**src/rtl/internal_node_loader_pkg.sv**
```systemverilog
// -----------------------------------------------------------------------------
// internal_node_loader_pkg
//   Shared definitions for the internal-node loader:
//     - state_e            : loader FSM states (IDLE / LOAD / DONE)
//     - DEF_* constants    : default word/beat widths, node count, buffer depth
//     - NODE_CNT_W         : width of the node_count port
//     - ptr_width()        : pointer width for a buffer of a given depth
// -----------------------------------------------------------------------------
package internal_node_loader_pkg;

   localparam int unsigned DEF_INTERNAL_WIDTH = 22;
   localparam int unsigned DEF_IN_WIDTH       = 11;
   localparam int unsigned DEF_NUM_NODES      = 127;
   localparam int unsigned DEF_FIFO_DEPTH     = 4;

   // node_count is a fixed 7-bit port, so NUM_NODES must not exceed 127
   localparam int unsigned NODE_CNT_W = 7;

   typedef enum logic [1:0] {
      ST_IDLE = 2'd0,
      ST_LOAD = 2'd1,
      ST_DONE = 2'd2
   } state_e;

   // A depth-1 buffer still needs a 1-bit pointer to stay legal
   function automatic int unsigned ptr_width(input int unsigned depth);
      return (depth > 1) ? $clog2(depth) : 1;
   endfunction

endpackage

```
**src/rtl/node_word_fifo.sv**
```systemverilog
// -----------------------------------------------------------------------------
// node_word_fifo
//   Small synchronous word buffer between the beat packer and the tree sender.
//   Combinational read of the head word; power-of-two depth so the read and
//   write pointers wrap naturally. Occupancy is held in a count that spans
//   0..DEPTH so full and empty are unambiguous.
//
// Ports
//   clk        in   clock, rising edge
//   rst        in   synchronous active-high reset (empties the buffer)
//   clr        in   synchronous clear (same effect as rst, used at load start)
//   push       in   write push_data at this edge (ignored when full)
//   push_data  in   WIDTH  word to write
//   pop        in   drop the head word at this edge (ignored when empty)
//   pop_data   out  WIDTH  current head word
//   full       out  DEPTH words held
//   empty      out  no words held
// -----------------------------------------------------------------------------
module node_word_fifo
   import internal_node_loader_pkg::*;
#(
   parameter int unsigned WIDTH = DEF_INTERNAL_WIDTH,
   parameter int unsigned DEPTH = DEF_FIFO_DEPTH
) (
   input  logic             clk,
   input  logic             rst,
   input  logic             clr,
   input  logic             push,
   input  logic [WIDTH-1:0] push_data,
   input  logic             pop,
   output logic [WIDTH-1:0] pop_data,
   output logic             full,
   output logic             empty
);

   localparam int unsigned PTR_W = ptr_width(DEPTH);
   localparam int unsigned CNT_W = $clog2(DEPTH + 1);

   logic [PTR_W-1:0] wr_ptr_q, wr_ptr_d;
   logic [PTR_W-1:0] rd_ptr_q, rd_ptr_d;
   logic [CNT_W-1:0] count_q,  count_d;
   logic [WIDTH-1:0] mem_q [DEPTH];
   logic [WIDTH-1:0] mem_d [DEPTH];

   logic push_ok;
   logic pop_ok;

   assign full     = (count_q == CNT_W'(DEPTH));
   assign empty    = (count_q == '0);
   assign pop_data = mem_q[rd_ptr_q];
   assign push_ok  = push && !full;
   assign pop_ok   = pop && !empty;

   always_comb begin
      wr_ptr_d = wr_ptr_q;
      rd_ptr_d = rd_ptr_q;
      count_d  = count_q;
      mem_d    = mem_q;

      if (clr) begin
         wr_ptr_d = '0;
         rd_ptr_d = '0;
         count_d  = '0;
      end else begin
         if (push_ok) begin
            mem_d[wr_ptr_q] = push_data;
            wr_ptr_d        = wr_ptr_q + 1'b1;
         end
         if (pop_ok) begin
            rd_ptr_d = rd_ptr_q + 1'b1;
         end
         case ({push_ok, pop_ok})
            2'b10:   count_d = count_q + 1'b1;
            2'b01:   count_d = count_q - 1'b1;
            default: count_d = count_q;
         endcase
      end
   end

   always_ff @(posedge clk) begin
      if (rst) begin
         wr_ptr_q <= '0;
         rd_ptr_q <= '0;
         count_q  <= '0;
      end else begin
         wr_ptr_q <= wr_ptr_d;
         rd_ptr_q <= rd_ptr_d;
         count_q  <= count_d;
      end
   end

   // Storage carries no reset: contents are only observable once count says so
   always_ff @(posedge clk) begin
      mem_q <= mem_d;
   end

endmodule

```
**src/rtl/internal_node_loader.sv**
```systemverilog
// -----------------------------------------------------------------------------
// internal_node_loader
//   Loads NUM_NODES internal-node words into the tree. Each word is assembled
//   from two upstream beats (first beat = low half, second = high half),
//   buffered in node_word_fifo, and sent one word per cycle whenever the top
//   FSM grants fsm_enable. The sender has no backpressure.
//
// Ports
//   clk            in   clock, rising edge
//   rst            in   synchronous active-high reset
//   start          in   single-cycle load request (honoured only in IDLE)
//   in_data        in   IN_WIDTH  upstream beat payload
//   in_valid       in   upstream beat valid
//   in_ready       out  beat accepted when in_valid && in_ready at an edge
//   fsm_enable     in   permission to write the tree this cycle
//   sender_enable  out  registered; sender_data carries a new node word
//   sender_data    out  INTERNAL_WIDTH  registered node word (holds value)
//   busy           out  high while loading
//   done           out  one-cycle completion pulse, with the final word
//   node_count     out  7  words sent in the current / last load
// -----------------------------------------------------------------------------
module internal_node_loader
   import internal_node_loader_pkg::*;
#(
   parameter int unsigned INTERNAL_WIDTH = DEF_INTERNAL_WIDTH,
   parameter int unsigned IN_WIDTH       = DEF_IN_WIDTH,
   parameter int unsigned NUM_NODES      = DEF_NUM_NODES,
   parameter int unsigned FIFO_DEPTH     = DEF_FIFO_DEPTH
) (
   input  logic                      clk,
   input  logic                      rst,
   input  logic                      start,
   input  logic [IN_WIDTH-1:0]       in_data,
   input  logic                      in_valid,
   output logic                      in_ready,
   input  logic                      fsm_enable,
   output logic                      sender_enable,
   output logic [INTERNAL_WIDTH-1:0] sender_data,
   output logic                      busy,
   output logic                      done,
   output logic [NODE_CNT_W-1:0]     node_count
);

   localparam logic [NODE_CNT_W-1:0] NODES     = NODE_CNT_W'(NUM_NODES);
   localparam logic [NODE_CNT_W-1:0] LAST_NODE = NODE_CNT_W'(NUM_NODES - 1);

   state_e                    state_q, state_d;
   logic                      phase_q, phase_d;          // 1 = low half held
   logic [IN_WIDTH-1:0]       low_half_q, low_half_d;
   logic [NODE_CNT_W-1:0]     rx_count_q, rx_count_d;    // words pushed this load
   logic [NODE_CNT_W-1:0]     node_count_q, node_count_d;
   logic                      sender_enable_q, sender_enable_d;
   logic [INTERNAL_WIDTH-1:0] sender_data_q, sender_data_d;

   logic                      beat_acc;
   logic                      fifo_clr;
   logic                      fifo_push;
   logic                      fifo_pop;
   logic                      fifo_full;
   logic                      fifo_empty;
   logic [INTERNAL_WIDTH-1:0] fifo_wr_data;
   logic [INTERNAL_WIDTH-1:0] fifo_rd_data;

   node_word_fifo #(
      .WIDTH (INTERNAL_WIDTH),
      .DEPTH (FIFO_DEPTH)
   ) u_fifo (
      .clk       (clk),
      .rst       (rst),
      .clr       (fifo_clr),
      .push      (fifo_push),
      .push_data (fifo_wr_data),
      .pop       (fifo_pop),
      .pop_data  (fifo_rd_data),
      .full      (fifo_full),
      .empty     (fifo_empty)
   );

   // Gating on full alone (not full-and-no-pop) keeps push and pop independent
   assign in_ready     = (state_q == ST_LOAD) && !fifo_full && (rx_count_q < NODES);
   assign beat_acc     = in_valid && in_ready;
   assign fifo_push    = beat_acc && phase_q;
   assign fifo_wr_data = INTERNAL_WIDTH'({in_data, low_half_q});
   assign fifo_pop     = (state_q == ST_LOAD) && fsm_enable && !fifo_empty
                         && (node_count_q < NODES);

   always_comb begin
      state_d         = state_q;
      phase_d         = phase_q;
      low_half_d      = low_half_q;
      rx_count_d      = rx_count_q;
      node_count_d    = node_count_q;
      sender_enable_d = 1'b0;
      sender_data_d   = sender_data_q;
      fifo_clr        = 1'b0;

      case (state_q)
         ST_IDLE: begin
            if (start) begin
               state_d      = ST_LOAD;
               phase_d      = 1'b0;
               rx_count_d   = '0;
               node_count_d = '0;
               fifo_clr     = 1'b1;
            end
         end

         ST_LOAD: begin
            if (beat_acc) begin
               if (!phase_q) begin
                  low_half_d = in_data;
                  phase_d    = 1'b1;
               end else begin
                  phase_d    = 1'b0;
                  rx_count_d = rx_count_q + 1'b1;
               end
            end
            if (fifo_pop) begin
               sender_enable_d = 1'b1;
               sender_data_d   = fifo_rd_data;
               node_count_d    = node_count_q + 1'b1;
               if (node_count_q == LAST_NODE) begin
                  state_d = ST_DONE;
               end
            end
         end

         ST_DONE: begin
            state_d = ST_IDLE;
         end

         default: begin
            state_d = ST_IDLE;
         end
      endcase
   end

   always_ff @(posedge clk) begin
      if (rst) begin
         state_q         <= ST_IDLE;
         phase_q         <= 1'b0;
         low_half_q      <= '0;
         rx_count_q      <= '0;
         node_count_q    <= '0;
         sender_enable_q <= 1'b0;
         sender_data_q   <= '0;
      end else begin
         state_q         <= state_d;
         phase_q         <= phase_d;
         low_half_q      <= low_half_d;
         rx_count_q      <= rx_count_d;
         node_count_q    <= node_count_d;
         sender_enable_q <= sender_enable_d;
         sender_data_q   <= sender_data_d;
      end
   end

   assign sender_enable = sender_enable_q;
   assign sender_data   = sender_data_q;
   assign node_count    = node_count_q;
   assign busy          = (state_q == ST_LOAD);
   // DONE lasts exactly the cycle after the final pop, so it lines up with
   // the last sender_enable without a separate flop
   assign done          = (state_q == ST_DONE);

endmodule

```
**config.mk**
```make
export PLATFORM = sky130hd
export DESIGN_NAME = internal_node_loader
export DESIGN_NICKNAME = d
export VERILOG_FILES = /design/src/rtl/internal_node_loader_pkg.sv /design/src/rtl/node_word_fifo.sv /design/src/rtl/internal_node_loader.sv
export SDC_FILE = /design/constraint.sdc
export NUM_CORES = 1
export LEC_CHECK = 0
export CAP_MARGIN = 0
export CORE_ASPECT_RATIO = 0.5
export CORE_MARGIN = 3
export CORE_UTILIZATION = 25
export DETAILED_ROUTE_END_ITERATION = 8
export HOLD_SLACK_MARGIN = 0.03
export PLACE_DENSITY = 0.47
export SYNTH_ARGS = -nofsm -noshare
export SYNTH_HDL_FRONTEND = slang
export SYNTH_SLANG_ARGS = --single-unit
```
**constraint.sdc**
```tcl
create_clock -name clk -period 2.4 [get_ports clk]
set_clock_uncertainty 0.1 [all_clocks]
set_input_delay 0.48 -clock clk [delete_from_list [all_inputs] [get_ports clk]]
set_output_delay 0.48 -clock clk [all_outputs]
set_load 0.05 [all_outputs]
```
==> results.sh <==
export IMPL_synth_area_per_cell_um2=14.0
export IMPL_gp_congestion=0.686
export IMPL_finish_utilization=0.331
export IMPL_syn2layout_area_growth_pct=28.8
export IMPL_stdcell_area_mm2=0.00726
export IMPL_synth_top_cell_area_share=0.469
export IMPL_seq_area_frac_synth=0.675
export IMPL_via_per_inst=4.21
export IMPL_yosysUniqueCellTypes=41
export IMPL_p_clk_frac=0.483
export IMPL_rows=38
export IMPL_hold_class="flip-flop to flip-flop"
export IMPL_internal_power_uw=4250
export IMPL_vias=3296
export IMPL_max_freq_mhz=449
export IMPL_tightest_slew_ps=525
export IMPL_post_cts_setup_buffer_count=0
export IMPL_die_h_um=112
export IMPL_mostFrequentLayoutCell="edfxtp_1"
export IMPL_path_cells="nor3b_2, buf_4, a211oi_4, and3_1, inv_2, ha_4, inv_2, fa_2, xor2_1, or3_1, a21oi_1"
export IMPL_critPathLaunch="u_fifo.count_q[0]"
export IMPL_synthArstFlopShare=0
export IMPL_io_pins=49
export IMPL_crit_path_start_kind="flip-flop"
export IMPL_cts_path_max_buffers=2
export IMPL_drive_above_1_share=0.211
export IMPL_hpwl_um=7270
export IMPL_grt_first_pass_wirelength_um=19200
export IMPL_grt_max_degree=40
export IMPL_switching_share=0.221
export IMPL_synth_seq_cells=146
export IMPL_relSlewSlack=0.649
export IMPL_setup_worst_path_class="flip-flop to flip-flop"
export IMPL_irDropWorstVdd_mv=0.450
export IMPL_drt_wl_total_um=12000
export IMPL_grt_setup_unrepaired="no"
export IMPL_slew_viol_final=0
export IMPL_ctsHoldBuffers=0
export IMPL_syn_nets=428
export IMPL_n_antenna_cell=0
export IMPL_cts_tree="done"
export IMPL_end_kind="flip-flop"
export IMPL_grt_util_all_layers=0.102
export IMPL_finalNetCount=495
export IMPL_ant_nets=0
export IMPL_switching_power_uw=1200
export IMPL_grt_pass1_vias=3392
export IMPL_wire_per_inst_um=15.3
export IMPL_crit_top_cell="inv_2"
export IMPL_cts_made_buffers=17
export IMPL_arrival_ps=2470
export IMPL_coreArea_mm2=0.0219
export IMPL_power_leakage_uw=0.00233
export IMPL_powerDensity_mw_per_mm2=751
export IMPL_synth_top_area_cell="edfxtp_1"
export IMPL_port_buffers=48
export IMPL_hp_start="sender_data[20]"
export IMPL_htree_levels=4
export IMPL_r2r_start="u_fifo.count_q[0]"
export IMPL_remaining_drc_errors=0
export IMPL_finalCritPeriodShare=0.927
export IMPL_yosys_most_used_dff="edfxtp_1"
export IMPL_required_ps=2640
export IMPL_layout_common_cells="88 x edfxtp_1, 52 x nand2_1, 51 x dfxtp_1, 45 x clkdlybuf4s50_1, 32 x nor2_1"
export IMPL_seqPwrFrac=0.490
export IMPL_status="completed"
export IMPL_synthTopCellsByArea="edfxtp_1 47%, dfxtp_1 21%, mux4_2 8.8%"
export IMPL_drv_cap=0
export IMPL_die_area_mm2=0.0245
export IMPL_die_w_um=218
export IMPL_slowest_delay_ps=350
export IMPL_start_util=0.257
export IMPL_comb_power_share=0.027
export IMPL_clk_latency_ps=410
export IMPL_clock_root_buffer="clkbuf_16"
export IMPL_cts_sinks=146
export IMPL_setup_viol=0
export IMPL_tns_ps=0
export IMPL_syn_cell_area_mm2=0.00564
export IMPL_dr_pass1_iters=4
export IMPL_antenna_found_initial=0
export IMPL_synth_edf_count=88
export IMPL_synthCells=403
export IMPL_dpl_cell_area_mm2=0.00666
export IMPL_cts_clk_slew_worst_paths_ps=70
export IMPL_synth_warnings=0
export IMPL_grt_overflow=0
export IMPL_finalHoldViolCount=0
export IMPL_critical_path_max_fanout=4
export IMPL_drt_iter0_drc=185
export IMPL_slowest_stage="dfxtp_1"
export IMPL_post_route_min_period_ps=2230
## synth_stat cells (2+ instances only)
master,count
a21oi_1,31
a31oi_1,3
and2_1,6
and3_1,3
buf_2,6
buf_4,2
buf_6,2
clkbuf_1,8
dfxtp_1,58
edfxtp_1,88
ha_1,8
inv_1,8
inv_2,3
mux2i_1,12
mux4_2,22
nand2_1,52
nand2_2,2
nand2b_1,4
nand3_1,11
nor2_1,32
nor2b_1,2
nor3b_1,2
o21ai_0,3
o21ai_1,11
o31ai_1,3
or3_1,3
xnor2_1,2
xor2_1,3
## per-stage QoR
stage          power [µW]  std cells  hold slack [ps]  setup WS [ps]
2_1_floorplan        2800        403              338           -178
3_3_place_gp         2880        751              347          -94.0
3_5_place_dp         2880        751              348          -81.6
4_1_cts              5520        783              357            129
5_1_grt              5640        783              378           52.3
6_report             5450        783              354            174
## registers in the layout, indices dropped and copies added (netlist names)
name / cells
sender_data: 22
state_q: 2
sender_enable: 1
u_fifo.mem_q: 88
u_fifo.wr_ptr_q: 2
rx_count_q: 7
u_fifo.rd_ptr_q: 2
node_count: 7
u_fifo.count_q: 3
phase_q: 1
low_half_q: 11
## layer usage
metal,vias up,global-route usage,wire length [µm]
met1,1646,0.133,5730
met5,-,0,0
li1,1610,-,-
met4,0,0.0321,97
met3,7,0.0238,325
met2,33,0.169,5830
## final timing paths
| path | to | slack (ps) | cells after the start |
|---|---|---|---|
| setup / recovery | u_fifo.count_q[2] | 170 | 11 |
| hold / removal | sender_data[20] | 350 | 2 |
| setup reg to reg | u_fifo.count_q[2] | 170 | 11 |
| hold reg to reg | sender_data[20] | 350 | 2 |
## repair_timing
item,in CTS,in global routing
endpoints found under the hold margin,0,0
endpoints found under the setup margin,1,1
resized for setup,1,1
## power by group through the flow
stage / clock network [µW] / registers [µW] / logic (µW)
final: 2630 / 2670 / 148
after global routing: 2810 / 2670 / 162
after CTS: 2700 / 2670 / 152
after detailed placement: 0 / 2730 / 150
after global placement: 0 / 2730 / 150
after floorplan: 0 / 2720 / 70.6
## critical path, delay by kind of cell, from the launching register on
kind                       cells  cell delay, ps
AOI/OAI and AO/OA              2             160
buffers and inverters          3             260
and+or+nand+nor                3             670
DFF                            1             350
xor gates and xnor gates       1             150
adders and majority gates      2             470
## cell families (layout without fill, tap and decap cells)
kind of cell / after synthesis / after routing / synth area share
xor gates and xnor gates: 5 / 5 / 0.00777
AOI/OAI and AO/OA: 55 / 55 / 0.0599
and+or+nand+nor: 125 / 125 / 0.102
DFF: 146 / 146 / 0.675
adders and majority gates: 9 / 9 / 0.0213
muxes: 34 / 34 / 0.109
buffers and inverters: 29 / 109 / 0.0246
## layout make-up
| cell class | instances | area, µm² |
|---|---|---|
| clock buffer | 19 | 453 |
| timing repair buffer | 66 | 709 |
| multi-input combinational | 228 | 1720 |
| clock inverter | 13 | 140 |
| tap | 300 | 375 |
| sequential | 146 | 3810 |
| fill | 2128 | 14700 |
| inverter | 11 | 46.3 |
Note: power is estimated with default switching activity, not from simulation.
